<file path="config.mk">
export PLATFORM = sky130hd
export DESIGN_NAME = regfile_wb_arbiter
export DESIGN_NICKNAME = d
export VERILOG_FILES = /design/src/rtl/regfile_wb_arbiter.sv
export SDC_FILE = /design/constraint.sdc
export NUM_CORES = 1
export LEC_CHECK = 0
export ABC_CLOCK_PERIOD_IN_PS = 4000
export CAP_MARGIN = 20
export CORE_ASPECT_RATIO = 0.9
export CORE_MARGIN = 4
export CORE_UTILIZATION = 30
export CTS_CLUSTER_DIAMETER = 40
export DETAILED_ROUTE_END_ITERATION = 16
export GPL_TIMING_DRIVEN = 1
export HOLD_SLACK_MARGIN = 0.12
export PLACE_DENSITY = 0.51
export SETUP_SLACK_MARGIN = 0.1
export SLEW_MARGIN = 20
export SYNTH_ARGS = -nofsm -noshare
export SYNTH_HDL_FRONTEND = slang
export SYNTH_SLANG_ARGS = --single-unit
export TNS_END_PERCENT = 10
</file>
<file path="constraint.sdc">
create_clock -name clk -period 4 [get_ports clk]
set_input_delay 0.8 -clock clk [delete_from_list [all_inputs] [get_ports clk]]
set_output_delay 0.8 -clock clk [all_outputs]
set_load 0.05 [all_outputs]
</file>
<file path="src/rtl/regfile_wb_arbiter.sv">
`default_nettype none
// ============================================================================
//  Module      : regfile_wb_arbiter
//  Description : Shares one register-file write port between two writeback
//                sources. Port A (single-cycle datapath) has priority; port B
//                (long-latency unit) results queue in a 2-entry FIFO and drain
//                into idle slots. A saturating starve counter forces a B drain
//                after STARVE_MAX consecutive A wins with B waiting, and a
//                younger A write kills queued older B writes to the same
//                register (WAW ordering).
//  Ports       : clk, rst                     - clock, sync active-high reset
//                a_valid/a_addr/a_data/a_ready - port A request + accept
//                b_valid/b_addr/b_data/b_ready - port B request + FIFO space
//                we/waddr/wdata                - registered register-file write
//                b_pending                     - FIFO non-empty (registered)
//  Revision    : 1.0 - initial release
// ============================================================================
module regfile_wb_arbiter #(
    parameter int AW         = 5,
    parameter int DW         = 32,
    parameter int STARVE_MAX = 3
) (
    input  logic          clk,
    input  logic          rst,
    input  logic          a_valid,
    input  logic [AW-1:0] a_addr,
    input  logic [DW-1:0] a_data,
    output logic          a_ready,
    input  logic          b_valid,
    input  logic [AW-1:0] b_addr,
    input  logic [DW-1:0] b_data,
    output logic          b_ready,
    output logic          we,
    output logic [AW-1:0] waddr,
    output logic [DW-1:0] wdata,
    output logic          b_pending
);

    localparam logic [2:0] c_starve_max = 3'(STARVE_MAX);

    // FIFO is kept as a shift register: entry 0 is always the head.
    logic [AW-1:0] r_fifo_addr [2];
    logic [DW-1:0] r_fifo_data [2];
    logic [1:0]    r_fifo_kill;
    logic [1:0]    r_count;
    logic [2:0]    r_starve;

    logic          w_nonempty;
    logic          w_force;
    logic          w_grant_a;
    logic          w_pop;
    logic          w_push;
    logic          w_wr_idx;
    logic [1:0]    w_kill_hit;

    assign w_nonempty = (r_count != 2'd0);
    assign w_force    = w_nonempty && (r_starve == c_starve_max);
    assign a_ready    = ~w_force;
    assign b_ready    = (r_count < 2'd2);
    assign w_grant_a  = a_valid && ~w_force;
    // Any cycle that is not an A grant drains the head if one exists.
    assign w_pop      = w_nonempty && ~w_grant_a;
    assign w_push     = b_valid && b_ready;
    // Pop happens before push, so the new entry lands behind the survivor.
    assign w_wr_idx   = (r_count == 2'd1) && ~w_pop;
    assign b_pending  = w_nonempty;

    // Only entries resident before this cycle can be killed; a same-cycle
    // push is younger than the A write and survives.
    for (genvar gi = 0; gi < 2; gi++) begin : g_kill
        assign w_kill_hit[gi] = w_grant_a && (a_addr != '0) &&
                                (r_count > 2'(gi)) &&
                                (r_fifo_addr[gi] == a_addr);
    end

    always_ff @(posedge clk) begin
        if (rst) begin
            r_count     <= 2'd0;
            r_fifo_kill <= 2'b00;
            r_starve    <= 3'd0;
            we          <= 1'b0;
            waddr       <= '0;
            wdata       <= '0;
        end else begin
            // FIFO contents: kill marking, then shift on pop, then push.
            if (w_pop) begin
                r_fifo_addr[0] <= r_fifo_addr[1];
                r_fifo_data[0] <= r_fifo_data[1];
                r_fifo_kill[0] <= r_fifo_kill[1];
            end else begin
                r_fifo_kill <= r_fifo_kill | w_kill_hit;
            end
            if (w_push) begin
                r_fifo_addr[w_wr_idx] <= b_addr;
                r_fifo_data[w_wr_idx] <= b_data;
                r_fifo_kill[w_wr_idx] <= 1'b0;
            end
            r_count <= r_count + {1'b0, w_push} - {1'b0, w_pop};

            // Starve counter counts A wins only while B is waiting.
            if (w_pop || !w_nonempty) begin
                r_starve <= 3'd0;
            end else if (w_grant_a && (r_starve < c_starve_max)) begin
                r_starve <= r_starve + 3'd1;
            end

            // Registered write port; waddr/wdata hold when idle.
            if (w_grant_a) begin
                we    <= (a_addr != '0);
                waddr <= a_addr;
                wdata <= a_data;
            end else if (w_pop) begin
                we    <= (r_fifo_addr[0] != '0) && ~r_fifo_kill[0];
                waddr <= r_fifo_addr[0];
                wdata <= r_fifo_data[0];
            end else begin
                we    <= 1'b0;
            end
        end
    end

endmodule
`default_nettype wire

</file>
# --- After elaboration in Yosys (flattened, before gate mapping) ---
# Memory sizes are Yosys's and may differ from the RTL's.
# Cells that the tools add are included.
word_totals:
  mem_bits_rw: 74
  word_cells: 67
  regBits: 45
  n_memories: 2
op_classes:
  muxes: 19
  n_addsub: 3
  bitwise_logic: 7
  magnitude_cmp: 6
  reduce_logical: 20
  n_eq_ne: 4
memory_table:
  columns: ["name", "words", "width", "read_ports", "rd_clocked_by_memory_dff", "wr", "line_no", "source"]
  rows:
  - ["r_fifo_data", 2, 32, 2, 0, 2, "43", "logic [DW-1:0] r_fifo_data [2];"]
  - ["r_fifo_addr", 2, 5, 2, 0, 2, "42", "logic [AW-1:0] r_fifo_addr [2];"]
ops:
  columns: ["cell", "count"]
  rows:
  - ["32-bit two-way mux", 2]
  - ["1-bit logical AND", 13]
  - ["1-bit two-way mux", 13]
  - ["5-bit equality test", 2]
  - ["5-bit two-way mux", 2]
  - ["5-bit nonzero test", 2]
  - ["2-bit by 1-bit greater-than comparator with 1-bit output, second input constant", 2]
  - ["1-bit NOT", 4]
  - ["2-bit nonzero test", 2]
  - ["3-bit by 1-bit adder with 3-bit output, second input constant", 1]
  - ["3-bit by 2-bit equality test with 1-bit output, second input constant", 1]
  - ["3-bit by 2-bit < comparator with 1-bit output, second input constant", 1]
  - ["2-bit by 1-bit adder with 2-bit output", 1]
  - ["2-bit bitwise AND", 1]
  - ["2-bit by 1-bit equality test with 1-bit output, second input constant", 1]
  - ["1-bit by 2-bit < comparator with 1-bit output, second input constant", 1]
  - ["2-bit < comparator, second input constant", 1]
  - ["2-bit two-way mux", 1]
  - ["2-bit NOT", 1]
  - ["2-bit bitwise OR", 1]
  - ["2-bit OR reduction", 1]
  - ["2-bit by 1-bit subtractor with 2-bit output", 1]
  - ["1-bit demux with 1-bit select", 1]
  - ["1-bit >= comparator, second input constant", 1]
  - ["other kinds (2)", 2]

# --- Longest topological paths before layout ---
# Gate-level depths: netlist (run 1).
logic_depth:
  ltp_word: 15
  mapped_depth: 10
  depth_no_buf: 10

# --- Least setup slack after synthesis (run 1) ---
# Ideal clock, no wire load.
synth_timing:
  path_kind: "in2reg"
  startpoint: "in rst"
  endpoint: "mem r_fifo_addr[1][0], enable pin"
  arrival_ns: 3.821
  setup_slack_ns: -0.298
  t_required_ns: 3.523
  path_stages: 3
  cell_sequence: "clkbuf_1 > buf_1 > nor3_1"
synth_lines:
  columns: ["item", "line_no", "source"]
  rows:
  - ["start, declared", "24", "input logic rst,"]
  - ["end, declared", "42", null]

# --- Final worst setup path (run 1) ---
layout_timing:
  startpoint: "reg r_count[0]"
  endpoint: "out b_pending"
layout_between:
  elab_chain_cells: 1
layout_lines:
  columns: ["item", "line_no", "source"]
  rows:
  - ["start, declared", "45", "logic [1:0] r_count;"]
  - ["start signal, assigned", "98", "r_count <= r_count + {1'b0, w_push} - {1'b0, w_pop};"]
  - ["2-bit nonzero test", "56", "assign w_nonempty = (r_count != 2'd0);"]
  - ["end, declared", "36", "output logic b_pending"]
# Every way passes these cells.

==> results by stage, run 1 <==
Timing:
- The worst path in the final design needs a cycle of 3.13 ns, including I/O delays and setup.
- The final count of pins violating max slew is 0.
- The final-report hold violation count is 0.
- The transition time of the tightest slew-check pin is 0.825 ns.
- The maximum clock skew at final layout is 0.00901 ns.
- The worst pin sits at a relative slew slack of 0.448.
- The setup-violating endpoint count in the final report is 0.
- Of the available clock period, the critical path in the final layout requires 0.782.
- After routing, the total negative slack on setup checks comes to 0 ns.
- Setup repair after global routing left no endpoint under its margin.
- The highest achievable clock rate is 0.320 GHz.

Floorplanning:
- The initial cell density of the core is 0.312.
- The core outline area is 0.0164 sq mm.
- After floorplanning, the core was divided into 44 placement rows.
- Measured along the y axis, the die boundary spans 132 microns.
- The die is 146 microns wide.
- The floorplan step defined a die boundary enclosing 0.0192 sq mm.
- For this design the top-level I/O count stands at 119.

Synthesis:
- The number of different library cells in the post-synthesis netlist is 46.
- The register bit count reported by yosys is 119.
- The synthesized design spends more area on one cell type than any other, namely sky130_fd_sc_hd__edfxtp_1.
- After technology mapping, the gate count stands at 393.
- Ranked by instance count, the synthesized netlist is headed by sky130_fd_sc_hd__edfxtp_1, sky130_fd_sc_hd__nand2_1, sky130_fd_sc_hd__nor2_1.
- Counting every net in the synthesized netlist gives 475.
- In this run, synthesis inferred 74 flip-flops with an integrated enable.
- For this run, the register share of the synthesized area comes to 0.611.
- The average size of a mapped cell is 13.0 sq um.
- The share of synthesized area in the top cell type comes to 0.435.
- For this run, the number of Yosys warnings is 0.
- The cell area after synthesis is 0.00511 sq mm.
- The cell with the most instances after synthesis is sky130_fd_sc_hd__edfxtp_1.
- The leading register cell type out of synthesis is sky130_fd_sc_hd__edfxtp_1.
- Ranked by total cell area, the synthesized netlist is headed by sky130_fd_sc_hd__edfxtp_1, sky130_fd_sc_hd__dfxtp_1, sky130_fd_sc_hd__mux2_4.
- Of all flip-flops after synthesis, the portion carrying an async set or reset was 0.

Critical path:
- The sort of element at the start of the critical path is a flip-flop.
- STA puts the critical path data required time at 3.20 ns.
- STA classifies the critical path endpoint as an output port.
- The startpoint of the worst register-to-register path is r_starve[0].
- The number of cells on the worst reg-to-reg path is 6.
- The highest fanout seen on the critical path is 10.
- The type of the worst setup path is reg2out.
- The worst register-to-register path ends at r_fifo_data[0][18].
- The timing startpoint of the critical path is r_count[0].
- The worst endpoint data arrival time is 2.33 ns.
- The worst setup slack for register-to-register paths is 1.61 ns.

Pwr:
- The overall power after layout is 4130 uW.
- Across the VDD grid, the largest voltage drop is 0.293 mV.
- The cell area power density is 595 mW/mm^2.
- The leakage power figure is 0.00252 uW.

Drt:
- The highest metal layer carrying signal wires in the routed design is met4.
- The wire length the detailed router placed on met1 is 5200 microns.
- After detailed routing, the met2 layer carries 5650 microns of wire.
- The average vias per placed instance is 4.66.
- In this run the remaining antenna-violating nets after routing total 0.
- The number of design-rule violations left by the first detailed-router iteration is 148.
- The first detailed-routing pass took 4 iterations.
- After detailed routing, the number of remaining DRC violations is 0.
- The via count of the routed design is 3400.
- The total detailed-routing wirelength is 11600 microns.
- After detailed routing, the met3 layer carries 582 microns of wire.
- The per-cell routed wire length is 15.9 microns.

Placed design:
- The number of placed instances, taps included, is 698.
- After legalization and detailed placement, the total HPWL measured 7920 microns.
- Routability-driven placement finished with a final weighted congestion of 0.780.
- In this run the cell area measured after placement is 0.00640 sq mm.
- The total of buffers placed on input and output ports is 118.

Final layout:
- The number of antenna repair diodes is 0.
- The final instance area is 0.00695 sq mm.
- In the final layout, flip-flops and latches occupy 0.00312 sq mm.
- Compared with the post-synthesis result, the final layout area differs by 35.9%.
- The utilization after layout is 0.423.
- The final non-filler cell total is 730.
- The area of the multi-input gates is 0.00178 sq mm.
- Counting the fill cells in the layout gives 1572.
- Of the cells placed in the final design, the portion with a size suffix greater than 1 is 0.174.
- The net total in the final layout is 592.

Clocking:
- The maximum count of clock buffers along a single path is 2.
- The TritonCTS clock tree is done.
- The root buffer cell chosen for the clock tree is sky130_fd_sc_hd__clkbuf_16.
- The hold buffer count at CTS is 0.
- The CTS buffer count is 17.
- The clock edge transition at the registers on the reported setup and hold paths is 0.05 ns.
- The later-pin clock latency in the skew report is 0.41 ns.
- After clock tree synthesis, the repair step resized 0 gates.
- Clock tree synthesis found a total of 119 sinks.
- The clock tree synthesis step divided the H-tree into 4 levels.
- The buffer count from post-CTS setup fixing is 0.

Global routing:
- The initial antenna violation count is 0.
- The overflow left after global routing is 0.
- The via count of the first global-routing pass came to 3586.
- The total routing usage reported by global routing is 0.125.
- The first global-routing pass estimated 18900 microns of wire.
- The pin count of the biggest net entering global routing is 59.

Flow run:
- Max-cap violations in this run came to 0.

Hold path:
- The beginning of the worst hold path is wdata[12].
- For hold timing, the worst endpoint is wdata[12].
- The type of the most critical hold path is reg2reg.
- The instance count along the most critical hold path is 2.

Status:
- The run finished with clean final reports.
==> final cells by class <==
cell class / instances / share of cell area
repair buffers: 122 / 0.175
well taps: 207 / 0.0373
inverters: 5 / 0.00270
flip-flops and latches: 119 / 0.450
clock buffers: 20 / 0.0629
multi-input cells: 245 / 0.256
clock inverters: 12 / 0.0159
==> cells by family (layout without fill, tap and decap cells) <==
| logic type | Yosys count | after routing | synth area share |
|---|---|---|---|
| buffers and inverters | 29 | 159 | 0.0443 |
| DFF | 119 | 119 | 0.611 |
| AOI/OAI and AO/OA | 51 | 51 | 0.0972 |
| muxes | 38 | 38 | 0.0974 |
| adders and majority gates | 4 | 4 | 0.00979 |
| and+or+nand+nor | 140 | 140 | 0.120 |
| xor gates and xnor gates | 12 | 12 | 0.0206 |
==> sequential cells by signal, summed over array words and instances, names as in the netlist <==
name / count
wdata: 32
we: 1
r_fifo_addr: 10
r_fifo_data: 64
r_starve: 3
waddr: 5
r_fifo_kill: 2
r_count: 2
==> worst max-delay path, cell delays in order, from the launching register on <==
cell	delay, ns
sky130_fd_sc_hd__dfxtp_1	0.38
sky130_fd_sc_hd__nor2_1	0.52
sky130_fd_sc_hd__inv_1	0.26
sky130_fd_sc_hd__clkdlybuf4s50_1	0.77
==> report_power, final <==
group	switching [uW]	leakage, uW	internal, uW
combinational	700	0.00120	434
clock	520	0.000272	902
sequential	83.1	0.00105	1490
==> routing by layer <==
layer / global-route usage / vias to the layer above
met5: 0 / -
met4: 0.0485 / 0
met3: 0.0430 / 14
met2: 0.202 / 97
met1: 0.153 / 1609
li1: - / 1680
==> placed cells by master (no fill, tap or decap), drive strengths merged, types with 2 or more instances in the layout <==
cell and n:
a211oi 5, a21oi 4, a311oi 32, and2 6, buf 5, bufinv 2
clkbuf 20, clkdlybuf4s50 117, clkinv 9, dfxtp 45, edfxtp 74, ha 4
inv 5, mux2 37, nand2 67, nor2 47, nor3 3, nor4 6
o21ai 4, or4 3, xnor2 7, xor2 5
==> worst max-delay path by stage <==
| stage | cells after the start | endpoint |
|---|---|---|
| global placement | 5 | wdata[23] |
| finish | 3 | b_pending |
| global route | 3 | b_pending |
| detailed placement | 5 | wdata[23] |
| floorplan | 3 | r_fifo_addr[1][0] |
| CTS | 3 | b_pending |
==> through the flow <==
step,hold WS [ns],setup WS (ns)
global route,0.520,0.721
global placement,0.485,0.943
detailed placement,0.492,0.907
finish,0.496,0.872
floorplan,0.465,0.825
CTS,0.500,0.866
Note: power is estimated with default switching activity, not from simulation.
==> run 2, diff against run 1 <==
ABC_CLOCK_PERIOD_IN_PS = 2700   (was 4000)
clock period = 2.7 ns   (was 4 ns; I/O delays follow)
==> results by stage, run 2 (synthesis results as in run 1) <==
Critical path:
- The slowest cell on the critical path was sky130_fd_sc_hd__dlygate4sd2_1 (was sky130_fd_sc_hd__clkdlybuf4s50_1).
- The worst stage delay on the critical path came to 0.57 ns (was 0.77 ns).
- The worst endpoint data arrival time is 1.91 ns (was 2.33 ns).
- The type of the worst setup path is reg2out (unchanged).
- The family with the most delay on the worst path is buffers and inverters (unchanged).
- The startpoint of the worst register-to-register path is r_starve[0] (unchanged).
- The highest fanout seen on the critical path came to 8 (was 10).
- Cells traversed along the worst timing path: ha_1 -> ha_1 -> o21ai_4 -> dlygate4sd2_1 (was nor2_1 -> inv_1 -> clkdlybuf4s50_1).
- The timing startpoint of the critical path is r_starve[0] (was r_count[0]).
- The data required time at the worst endpoint is 2.16 ns (was 3.20 ns).
- In this design, the critical path's most frequently occurring cell is sky130_fd_sc_hd__ha_1.
- The category of the worst setup path capture point is an output port (unchanged).
- The sum of buffers and inverters on the critical path is 1 (was 2).
- The sort of element at the start of the critical path was a flip-flop (unchanged).

Final layout:
- The fraction of layout cells with a size suffix above 1 came to 0.197 (was 0.174).
- The most flop-heavy register is r_fifo_data (unchanged).
- The commonest non-fill, non-tap cell in the layout is sky130_fd_sc_hd__clkdlybuf4s50_1 (unchanged).
- The net total in the final layout was 602 (was 592).
- Top library cells by usage in the layout, fill and taps aside: sky130_fd_sc_hd__clkdlybuf4s50_1, sky130_fd_sc_hd__edfxtp_1, sky130_fd_sc_hd__nand2_1 (unchanged).
- Largest registers: r_fifo_data (64), wdata (32), r_fifo_addr (10) (unchanged).
- The layout-stage area growth over the synthesis result is 39.2% (was 35.9%).
- The number of flip-flops under the largest register name was 64 (unchanged).
- The number of antenna repair diodes is 0 (unchanged).
- The final non-filler cell total is 740 (was 730).

Clocking:
- The TritonCTS clock tree was done (unchanged).
- The maximum count of clock buffers along a single path is 2 (unchanged).
- The clock edge transition at the registers on the reported setup and hold paths is 0.05 ns (about the same).
- The CTS buffer count is 17 (unchanged).
- The later-pin clock latency in the skew report is 0.41 ns (about the same).
- The level count of the clock H-tree is 4 (unchanged).
- The hold buffer count at CTS is 0 (unchanged).
- The clock tree root driver cell is sky130_fd_sc_hd__clkbuf_16 (unchanged).
- The buffer count from post-CTS setup fixing is 0 (unchanged).
- The clock sink total is 119 (unchanged).

Pwr:
- The switching component of the power was 1990 uW (was 1300 uW).
- The power share of the sequential group was 0.368 (was 0.381).
- The relative contribution of combinational cells to total power is 0.272 (was 0.274).
- The switching share of power is 0.313 (was 0.315).
- The cell area power density is 892 mW/mm^2 (was 595 mW/mm^2).
- The total internal power is 4360 uW (was 2830 uW).
- The leakage power figure is 0.00262 uW (was 0.00252 uW).
- The clock network fraction of total power is 0.361 (was 0.344).
- The highest ir drop seen on vdd is 0.424 mV (was 0.293 mV).

Floorplanning:
- The overall die width is 146 microns (unchanged).
- The core outline area was 0.0164 sq mm (unchanged).
- The initial cell density of the core is 0.312 (unchanged).
- The count of pins on the block boundary is 119 (unchanged).
- The floorplan row count is 44 (unchanged).
- The die footprint was 0.0192 sq mm (unchanged).
- The die span in y came to 132 microns (unchanged).

Drt:
- The residual antenna-violating net count after detailed routing is 0 (unchanged).
- The number of optimization iterations in the first detailed-route pass is 4 (unchanged).
- The average vias per placed instance is 4.60 (was 4.66).
- The total detailed-routing wirelength is 12300 microns (was 11600 microns).
- The per-cell routed wire length was 16.6 microns (was 15.9 microns).
- The via count of the routed design came to 3407 (was 3400).
- The number of design-rule violations left by the first detailed-router iteration is 160 (was 148).
- The post-route DRC violation count was 0 (unchanged).

Hold path:
- The type of the most critical hold path is reg2reg (unchanged).
- The beginning of the worst hold path is r_fifo_kill[1] (was wdata[12]).

Placed design:
- The number of instances in the placed design came to 708 (was 698).
- The estimated wirelength of the detail-placed design is 8590 microns (was 7920 microns).
- The total of buffers placed on input and output ports was 118 (unchanged).
- The placer congestion estimate is 0.777 (was 0.780).

Global routing:
- The overflow left after global routing is 0 (unchanged).
- The wire length of the first global-routing pass is 19600 microns (was 18900 microns).
- The initial antenna violation count is 0 (unchanged).
- The pin count of the biggest net entering global routing came to 37 (was 59).
- The total routing usage reported by global routing came to 0.129 (was 0.125).
- The via count of the first global-routing pass is 3675 (was 3586).

Flow run:
- The reported max-cap violation count is 0 (unchanged).

Timing:
- The transition time of the tightest slew-check pin is 0.546 ns (was 0.825 ns).
- The final-report hold violation count came to 0 (unchanged).
- The period utilization is 0.908.
- Counting I/O delays and the setup requirement, the final critical path takes 2.45 ns.
- The highest achievable clock rate is 0.408 GHz.
- The relative max-transition margin was 0.635 (was 0.448).
- The maximum clock skew at final layout is 0.00896 ns (was 0.00901 ns).
- Unrepaired setup endpoints after global routing: false (unchanged).
- The final count of pins violating max slew was 0 (unchanged).
- The setup total negative slack came to 0 ns (unchanged).
- The setup-violating endpoint count in the final report is 0 (unchanged).

Status:
- Outcome: finished clean (unchanged).
run 2: area by class of cell:
class | instances | area [sq um]
inverter | 5 | 18.8
clock buffer | 24 | 534
clock inverter | 8 | 81.3
multi-input combinational | 245 | 1780
sequential | 119 | 3120
fill | 1531 | 9290
timing repair buffer | 132 | 1320
tap | 207 | 259
run 2: per-stage QoR:
step	utilization	setup WS (ns)	area (sq um)	total power, uW	hold slack, ns
CTS	0.433	0.127	7110	6440	0.496
floorplan	-	0.199	5120	3550	0.465
detailed placement	0.396	0.273	6500	4120	0.489
global route	0.434	0.185	7110	6640	0.512
global placement	0.396	0.288	6500	4090	0.478
finish	0.434	0.249	7110	6350	0.490
run 2: routing by layer:
metal | global-route usage | up-vias | part of all wire
met4 | 0.0501 | 0 | 0.016
met5 | 0 | - | 0
met3 | 0.0385 | 13 | 0.036
li1 | - | 1694 | -
met1 | 0.154 | 1626 | 0.45
met2 | 0.221 | 74 | 0.49
run 2: repair_timing:
action                                  4_1_cts  5_1_grt
gates resized for setup                       1        1
endpoints found under the setup margin        1        1
cloned                                        0        0
run 2: worst paths after layout:
path,depth (start not counted),slack (ns),end
worst max register to register,7,0.42,r_fifo_data[0][14]
worst min register to register,2,0.49,r_fifo_kill[1]
worst min-delay path,2,0.49,r_fifo_kill[1]
worst max-delay path,4,0.25,a_ready
run 2: worst register-to-register path, stage by stage (launching register included):
cell	delay, ns
sky130_fd_sc_hd__dfxtp_1	0.34
sky130_fd_sc_hd__ha_1	0.21
sky130_fd_sc_hd__ha_1	0.24
sky130_fd_sc_hd__and2b_1	0.28
sky130_fd_sc_hd__nand2_1	0.18
sky130_fd_sc_hd__nand2_4	0.13
sky130_fd_sc_hd__buf_4	0.28
sky130_fd_sc_hd__mux2_2	0.38
run 2: power by group through the flow:
stage               sequential [uW]  combinational [uW]  clock [uW]
finish                         2330                1720        2290
global route                   2360                1850        2430
CTS                            2340                1760        2350
detailed placement             2370                1750           0
global placement               2370                1730           0
floorplan                      2750                 797           0
